<file path="config.mk">
export PLATFORM = sky130hd
export DESIGN_NAME = modulo_controle_rolhas
export DESIGN_NICKNAME = d
export VERILOG_FILES = /design/src/rtl/rolhas_defs.sv /design/src/rtl/contador_estoque_rolhas.sv /design/src/rtl/modulo_controle_rolhas.sv
export SDC_FILE = /design/constraint.sdc
export NUM_CORES = 1
export LEC_CHECK = 0
export CELL_PAD_IN_SITES_DETAIL_PLACEMENT = 0
export CELL_PAD_IN_SITES_GLOBAL_PLACEMENT = 1
export CORE_MARGIN = 10
export CORE_UTILIZATION = 39
export CTS_CLUSTER_DIAMETER = 50
export DETAILED_ROUTE_END_ITERATION = 7
export PLACE_DENSITY = 0.85
export SYNTH_ARGS = -nofsm -noshare
export SYNTH_HDL_FRONTEND = slang
export SYNTH_SLANG_ARGS = --single-unit
</file>
<file path="constraint.sdc">
create_clock -name clk -period 4.1 [get_ports clk]
set_clock_uncertainty 0.2 [all_clocks]
set_input_delay 0.82 -clock clk [delete_from_list [all_inputs] [get_ports clk]]
set_output_delay 0.82 -clock clk [all_outputs]
set_load 0.05 [all_outputs]
</file>
<file path="src/rtl/rolhas_defs.sv">
// ============================================================================
// Module      : rolhas_defs
// Description : Shared constants and state encoding for the cork controller.
// Revision    : 1.0 - initial release
// ============================================================================
`default_nettype none

package rolhas_defs;

    localparam int W_ESTOQUE = 7;
    localparam int W_DISP    = 4;

    localparam logic [W_DISP-1:0]    CAP_DISP    = 4'd15;
    localparam logic [W_DISP-1:0]    LIMIAR      = 4'd3;
    localparam logic [W_ESTOQUE-1:0] MAX_ESTOQUE = 7'd99;

    localparam logic [0:0] ST_IDLE     = 1'b0;
    localparam logic [0:0] ST_TRANSFER = 1'b1;

endpackage

`default_nettype wire

</file>
<file path="src/rtl/contador_estoque_rolhas.sv">
// ============================================================================
// Module      : contador_estoque_rolhas
// Description : Saturating up/down counter for the cork stock (0..MAX_ESTOQUE).
// Revision    : 1.0 - initial release
// ============================================================================
`default_nettype none

module contador_estoque_rolhas
    import rolhas_defs::*;
(
    input  logic                 clk,
    input  logic                 reset,
    input  logic                 inc_i,
    input  logic                 dec_i,
    output logic [W_ESTOQUE-1:0] count_o
);

    logic [W_ESTOQUE-1:0] count_q;
    logic [W_ESTOQUE-1:0] count_d;

    // Simultaneous inc and dec cancel before any saturation is applied.
    always_comb begin
        count_d = count_q;
        case ({inc_i, dec_i})
            2'b10: if (count_q != MAX_ESTOQUE) count_d = count_q + 7'd1;
            2'b01: if (count_q != '0)          count_d = count_q - 7'd1;
            default: count_d = count_q;
        endcase
    end

    always_ff @(posedge clk) begin
        if (reset) begin
            count_q <= '0;
        end else begin
            count_q <= count_d;
        end
    end

    assign count_o = count_q;

endmodule

`default_nettype wire

</file>
<file path="src/rtl/modulo_controle_rolhas.sv">
// ============================================================================
// Module      : modulo_controle_rolhas
// Description : Cork stock/dispenser controller with IDLE/TRANSFER refill FSM.
// Revision    : 1.0 - initial release
// ============================================================================
`default_nettype none

module modulo_controle_rolhas
    import rolhas_defs::*;
(
    input  logic                 clk,
    input  logic                 reset,
    input  logic                 add_rolha,
    input  logic                 consome_rolha,
    input  logic                 transfer_rolhas,
    output logic [W_ESTOQUE-1:0] reg_r,
    output logic [W_DISP-1:0]    dispensador,
    output logic                 transferindo,
    output logic                 vazio,
    output logic                 erro_consumo
);

    logic [0:0]        state_q;
    logic [0:0]        state_d;
    logic [W_DISP-1:0] disp_q;
    logic [W_DISP-1:0] disp_d;
    logic              erro_q;
    logic              erro_d;
    logic              in_transfer;
    logic              consume_ok;

    assign in_transfer = (state_q == ST_TRANSFER);
    assign consume_ok  = consome_rolha && (disp_q != '0);

    contador_estoque_rolhas u_estoque (
        .clk     (clk),
        .reset   (reset),
        .inc_i   (add_rolha),
        .dec_i   (in_transfer),
        .count_o (reg_r)
    );

    // The exit test uses the post-consume count so a net-zero cycle keeps refilling.
    always_comb begin
        state_d = state_q;
        erro_d  = consome_rolha && (disp_q == '0);
        disp_d  = disp_q + {3'b000, in_transfer} - {3'b000, consume_ok};
        case (state_q)
            ST_IDLE: begin
                if (transfer_rolhas && (disp_q < LIMIAR)) state_d = ST_TRANSFER;
            end
            ST_TRANSFER: begin
                if (disp_d == CAP_DISP) state_d = ST_IDLE;
            end
            default: state_d = ST_IDLE;
        endcase
    end

    always_ff @(posedge clk) begin
        if (reset) begin
            state_q <= ST_IDLE;
            disp_q  <= '0;
            erro_q  <= 1'b0;
        end else begin
            state_q <= state_d;
            disp_q  <= disp_d;
            erro_q  <= erro_d;
        end
    end

    assign dispensador  = disp_q;
    assign transferindo = in_transfer;
    assign erro_consumo = erro_q;
    assign vazio        = (disp_q == '0);

endmodule

`default_nettype wire

</file>
# --- Yosys cells after proc, flatten, opt, wreduce, memory -nomap -nowiden ---
# Index checks and enable logic that the tools add are counted.
totals:
  regBits: 13
  wordCells: 30
op_classes:
  addsub: 4
  n_lt_le_gt_ge: 1
  eq_ne: 6
  mux: 6
  n_bitwise: 1
  n_reduce_logical: 8
op_table:
  columns: ["op", "count"]
  rows:
  - ["two-way mux 7 bit", 2]
  - ["case mux 7 bit (2 select lines)", 1]
  - ["adder 7 x 1 -> 7 bit, second input constant", 1]
  - ["inequality test 7 bit, second input constant", 1]
  - ["nonzero test 7 bit", 1]
  - ["subtractor 7 x 1 -> 7 bit, second input constant", 1]
  - ["adder 4 x 1 -> 4 bit", 1]
  - ["== test 4 bit, second input constant", 1]
  - ["zero test 4 bit", 1]
  - ["< comparator 4 x 2 -> 1 bit, second input constant", 1]
  - ["inequality test 2 x 1 -> 1 bit, second input constant", 2]
  - ["nonzero test 4 bit", 1]
  - ["subtractor 4 x 1 -> 4 bit", 1]
  - ["logical AND 1 bit", 3]
  - ["AND reduction 3 bit", 1]
  - ["== test 2 x 1 -> 1 bit, second input constant", 1]
  - ["== test 2 bit, second input constant", 1]
  - ["two-way mux 1 bit", 2]
  - ["case mux 1 bit (2 select lines)", 1]
  - ["nonzero test 2 bit", 1]
  - ["inverter 1 bit", 1]

# --- Longest topological paths before layout ---
depth:
  depth_word: 6
  ltp_mapped: 12
  mapped_depth_nobuf: 12

# --- Modules after synthesis ---
# A second synthesis with hierarchy kept.
unflattened:
  hier_cells: 101
  area_unflattened_um2: 879.6
by_module_without_submodules:
  columns: ["mod", "instances", "cells_each", "area_per_inst_um2"]
  rows:
  - ["contador_estoque_rolhas", 1, 62, 516.7]
  - ["modulo_controle_rolhas", 1, 39, 362.8]

# --- Worst setup path before layout ---
# No wires, ideal clock.
synth_timing:
  path_type: "register -> register"
  start: "register disp_q[2], in the netlist dispensador[2]"
  end: "register state_q, in the netlist transferindo"
  setup_ps: 132
  t_arrival_ps: 3406
  t_required_ps: 3768
  setup_slack_ps: 363
  stages_incl_launch_ff: 12
  path_buffers: 0
  period_less_slack_ps: 3737
  cell_sequence: "dfxtp_1 -> inv_1 -> ha_1 -> nor3b_1 -> nor2b_1 -> ha_1 -> inv_1 -> ha_1 -> fa_1 -> nand3_1 -> nor3_1 -> nor3_1"
synth_via:
  elab_chain_len: 6
  word_cells_on_any_way: 10
  cone_classes: "add/sub (2); order compare (1); eq/ne (1); mux (3); reduce/logical (3)"
synth_rtl:
  columns: ["element", "line_no", "source"]
  rows:
  - ["from (decl)", "modulo_controle_rolhas.sv:25", "logic [W_DISP-1:0] disp_q;"]
  - ["from (signal assigned)", "modulo_controle_rolhas.sv:66", "disp_q <= disp_d;"]
  - ["nonzero test 4 bit", "modulo_controle_rolhas.sv:33", "assign consume_ok = consome_rolha && (disp_q != '0);"]
  - ["logical AND 1 bit", "modulo_controle_rolhas.sv:33", null]
  - ["subtractor 4 x 1 -> 4 bit", "modulo_controle_rolhas.sv:47", "disp_d = disp_q + {3'b000, in_transfer} - {3'b000, consume_ok};"]
  - ["net disp_d[1]", "modulo_controle_rolhas.sv:26", "logic [W_DISP-1:0] disp_d;"]
  - ["== test 4 bit", "modulo_controle_rolhas.sv:53", "if (disp_d == CAP_DISP) state_d = ST_IDLE;"]
  - ["two-way mux 1 bit", "modulo_controle_rolhas.sv:53", null]
  - ["case mux 1 bit (2 select lines)", "modulo_controle_rolhas.sv:48", "case (state_q)"]
  - ["to (signal assigned)", "modulo_controle_rolhas.sv:65", "state_q <= state_d;"]
  - ["to (decl)", "modulo_controle_rolhas.sv:23", "logic [0:0] state_q;"]
# The timed path passes the listed nets, and every way through them passes these cells.
# A chain may end at the register's enable or synchronous reset.

# --- Final worst setup path ---
layout_timing:
  start: "input add_rolha"
  end: "register u_estoque.count_q[6], in the netlist u_estoque.count_o[6]"
layout_via:
  elab_chain_len: 3
  word_cells_on_any_way: 7
  cone_classes: "eq/ne (4); mux (1); reduce/logical (2)"
layout_rtl:
  columns: ["element", "line_no", "source"]
  rows:
  - ["from (decl)", "modulo_controle_rolhas.sv:13", "input logic add_rolha,"]
  - ["== test 2 x 1 -> 1 bit / == test 2 bit (equally long branches)", "contador_estoque_rolhas.sv:24", "case ({inc_i, dec_i})"]
  - ["inequality test 2 x 1 -> 1 bit (no line) / nonzero test 2 bit (equally long branches)", null, null]
  - ["AND reduction 3 bit (no line)", null, null]
  - ["to (signal assigned)", "contador_estoque_rolhas.sv:35", "count_q <= count_d;"]
  - ["to (decl)", "contador_estoque_rolhas.sv:18", "logic [W_ESTOQUE-1:0] count_q;"]
# Several ways; a longest one is shown, not always the timed one.

==> results.toml <==
[run_status]
status = "completed"

[routing]
firstDrtPassIters = 4
num_vias = 777
post-route-drc-count = 0
drtAntennaViolNets = 0
via_per_inst = 5.045
drt-total-wl_um = 1959
wl_per_cell_um = 12.72
drt_iter0_markers = 24

[worst_setup_path]
worstPathCellList = "clkdlybuf4s50_1 > inv_1 > ha_1 > inv_1 > fa_1 > nand2b_1 > a21oi_1 > mux2i_1 > a21boi_1 > mux2_1"
cp_max_fo = 8
startpoint_type = "primary input"
path_buf_inv = 3
crit_path_top_delay_cell = "fa_1"
arrival_ns = 3.20
path_class = "primary input to flop"
max_stage_delay_ns = 0.43
path_common_cell = "inv_1"
worstPathRequired_ns = 4.06
endpoint_kind = "flop"
cp_top_family = "adder cells"

[sta]
holdWs_ns = 0.3018
finalCriticalPeriod_ns = 3.232
rsz0062_at_grt = "false"
final_max_slew_viol_count = 0
timing.final.crit_share = 0.7883
tns_ns = 0
slew_headroom = 0.6475
hold_viol = 0
tightest_slew_ns = 0.5271
setup_viol = 0
timing.fmax_mhz = 309.4

[global_route]
grt_max_degree = 15
gr-total-overflow = 0
antenna_found_initial = 0
grt_pass1_wl_um = 3491
grt_pass1_vias = 774
gr-usage-all-layers = 0.09983

[clock_tree]
cts_buffers = 3
clkTransAtPathRegs_ns = 0.08
cts_tree = "yes"
cts.sinks = 13
cts.path.max_buffers = 2
cts_resized = 0
htree_levels = 1
cts_setup_buffers = 0
holdBufCountCts = 0
clock_latency_ns = 0.28
root_buffer = "clkbuf_4"

[yosys]
syn_area_um2 = 885.9
syn_area_per_cell_um2 = 8.437
synth.net_count = 124
ys_types = 31
yosys_warnings = 0
postSynthCellCount = 105
synthFlopType = "dfxtp_1"
yosysSeqAreaShare = 0.2938
synth_seq_cells = 13
synth-edff-count = 0
async_flop_share = 0

[cells_and_area]
final_common_cell = "clkdlybuf4s50_1"
n_antenna_cell = 0
drive_gt1_frac = 0.04762
fill_cells = 227
layout_common_cells = "18 x clkdlybuf4s50_1, 14 x inv_1, 13 x dfxtp_1"
fin_area_mm2 = 0.001124
nNetsFinal = 146
area_delta_synth_final_pct = 26.84

[die]
core_mm2 = 0.002191
num_io_pins = 19
num_rows = 17
die_h_um = 67.66
start_util = 0.4043
die_x_um = 67.66
die_area_mm2 = 0.004578

[power]
pwr_density_cell_mw_per_mm2 = 753.2
vdd_ir_drop_max_mv = 0.3815
total_power_uw = 846.2
leakagePower_uw = 0.0004685

[worst_hold_path]
holdCritPathClass = "flop to flop"

[place]
gp_congestion = 0.9107
io_buffer_count = 18
dp_hpwl_um = 1601
dpl-instance-area_mm2 = 0.001097

[run]
max_cap_viol_count = 0
per-stage QoR:
stage	instances	util	worst slack (ns)
after floorplan	105	-	0.3628
after global placement	150	0.5009	0.6534
after detailed placement	150	0.5009	0.5885
after CTS	154	0.5129	0.8896
after global routing	154	0.5129	0.7086
final	154	0.5129	0.8681
worst paths after layout:
kind | from | to | slack (ns) | depth (start not counted)
max | add_rolha | u_estoque.count_o[6] | 0.87 | 10
min | u_estoque.count_o[2] | u_estoque.count_o[2] | 0.30 | 2
max reg2reg | dispensador[2] | transferindo | 1.43 | 11
min reg2reg | u_estoque.count_o[2] | u_estoque.count_o[2] | 0.30 | 2
routing by layer:
layer | share of wire | wire length, um | up-vias | global-route usage
met5 | 0 | 0 | - | 0
met4 | 0.027 | 53 | 0 | 0.06154
met3 | 0.10 | 201 | 6 | 0.05455
met2 | 0.43 | 847 | 21 | 0.1444
met1 | 0.44 | 857 | 348 | 0.1121
li1 | - | - | 402 | -
worst reg2reg max path, stage by stage (launching register included):
cell and delay, ns:
dfxtp_1 0.32, inv_1 0.08, ha_1 0.17, nor3b_1 0.35, nor2b_1 0.09, ha_1 0.28
inv_1 0.04, ha_1 0.20, fa_1 0.52, nand3_1 0.09, nor3_1 0.16, nor3_1 0.06
area by class of cell:
| class | instances | area [um^2] | area share |
|---|---|---|---|
| well taps | 28 | 35.03 | 0.03118 |
| inverters | 14 | 52.55 | 0.04677 |
| flip-flops and latches | 13 | 260.3 | 0.2316 |
| clock buffers | 4 | 26.28 | 0.02339 |
| repair buffers | 18 | 180.2 | 0.1604 |
| multi-input cells | 77 | 569.3 | 0.5067 |
state kept, by name (all words and copies together) (netlist names):
register,flops
dispensador,4
erro_consumo,1
transferindo,1
u_estoque.count_o,7
kinds of logic after synthesis:
logic type | count (synthesis) | share of synthesized area
adder cells (fa/ha/maj) | 14 | 0.2147
AND/OR/NAND/NOR | 36 | 0.2076
multiplexers | 2 | 0.02401
AO/OA/AOI/OAI | 21 | 0.1568
XOR/XNOR | 4 | 0.03954
flip-flops | 13 | 0.2938
buffers and inverters | 15 | 0.06355
synthesized netlist by cell type, types with 2 or more instances:
cell type,count,share of area
fa_1,2,0.045
inv_1,14,0.059
a21oi_1,8,0.045
dfxtp_1,13,0.29
o21ai_0,3,0.017
nor2b_1,4,0.028
and2b_1,3,0.025
nor3_1,5,0.028
nor3b_1,2,0.017
ha_1,12,0.17
nand2_1,8,0.034
nor2_1,8,0.034
nand3_1,2,0.011
xnor2_1,4,0.040
power by group:
| part | total, uW | switching, uW | internal (uW) |
|---|---|---|---|
| clock network | 78.7 | 40.9 | 37.7 |
| registers | 209 | 42.3 | 167 |
| logic | 559 | 343 | 216 |
Note: power is estimated with default switching activity, not from simulation.
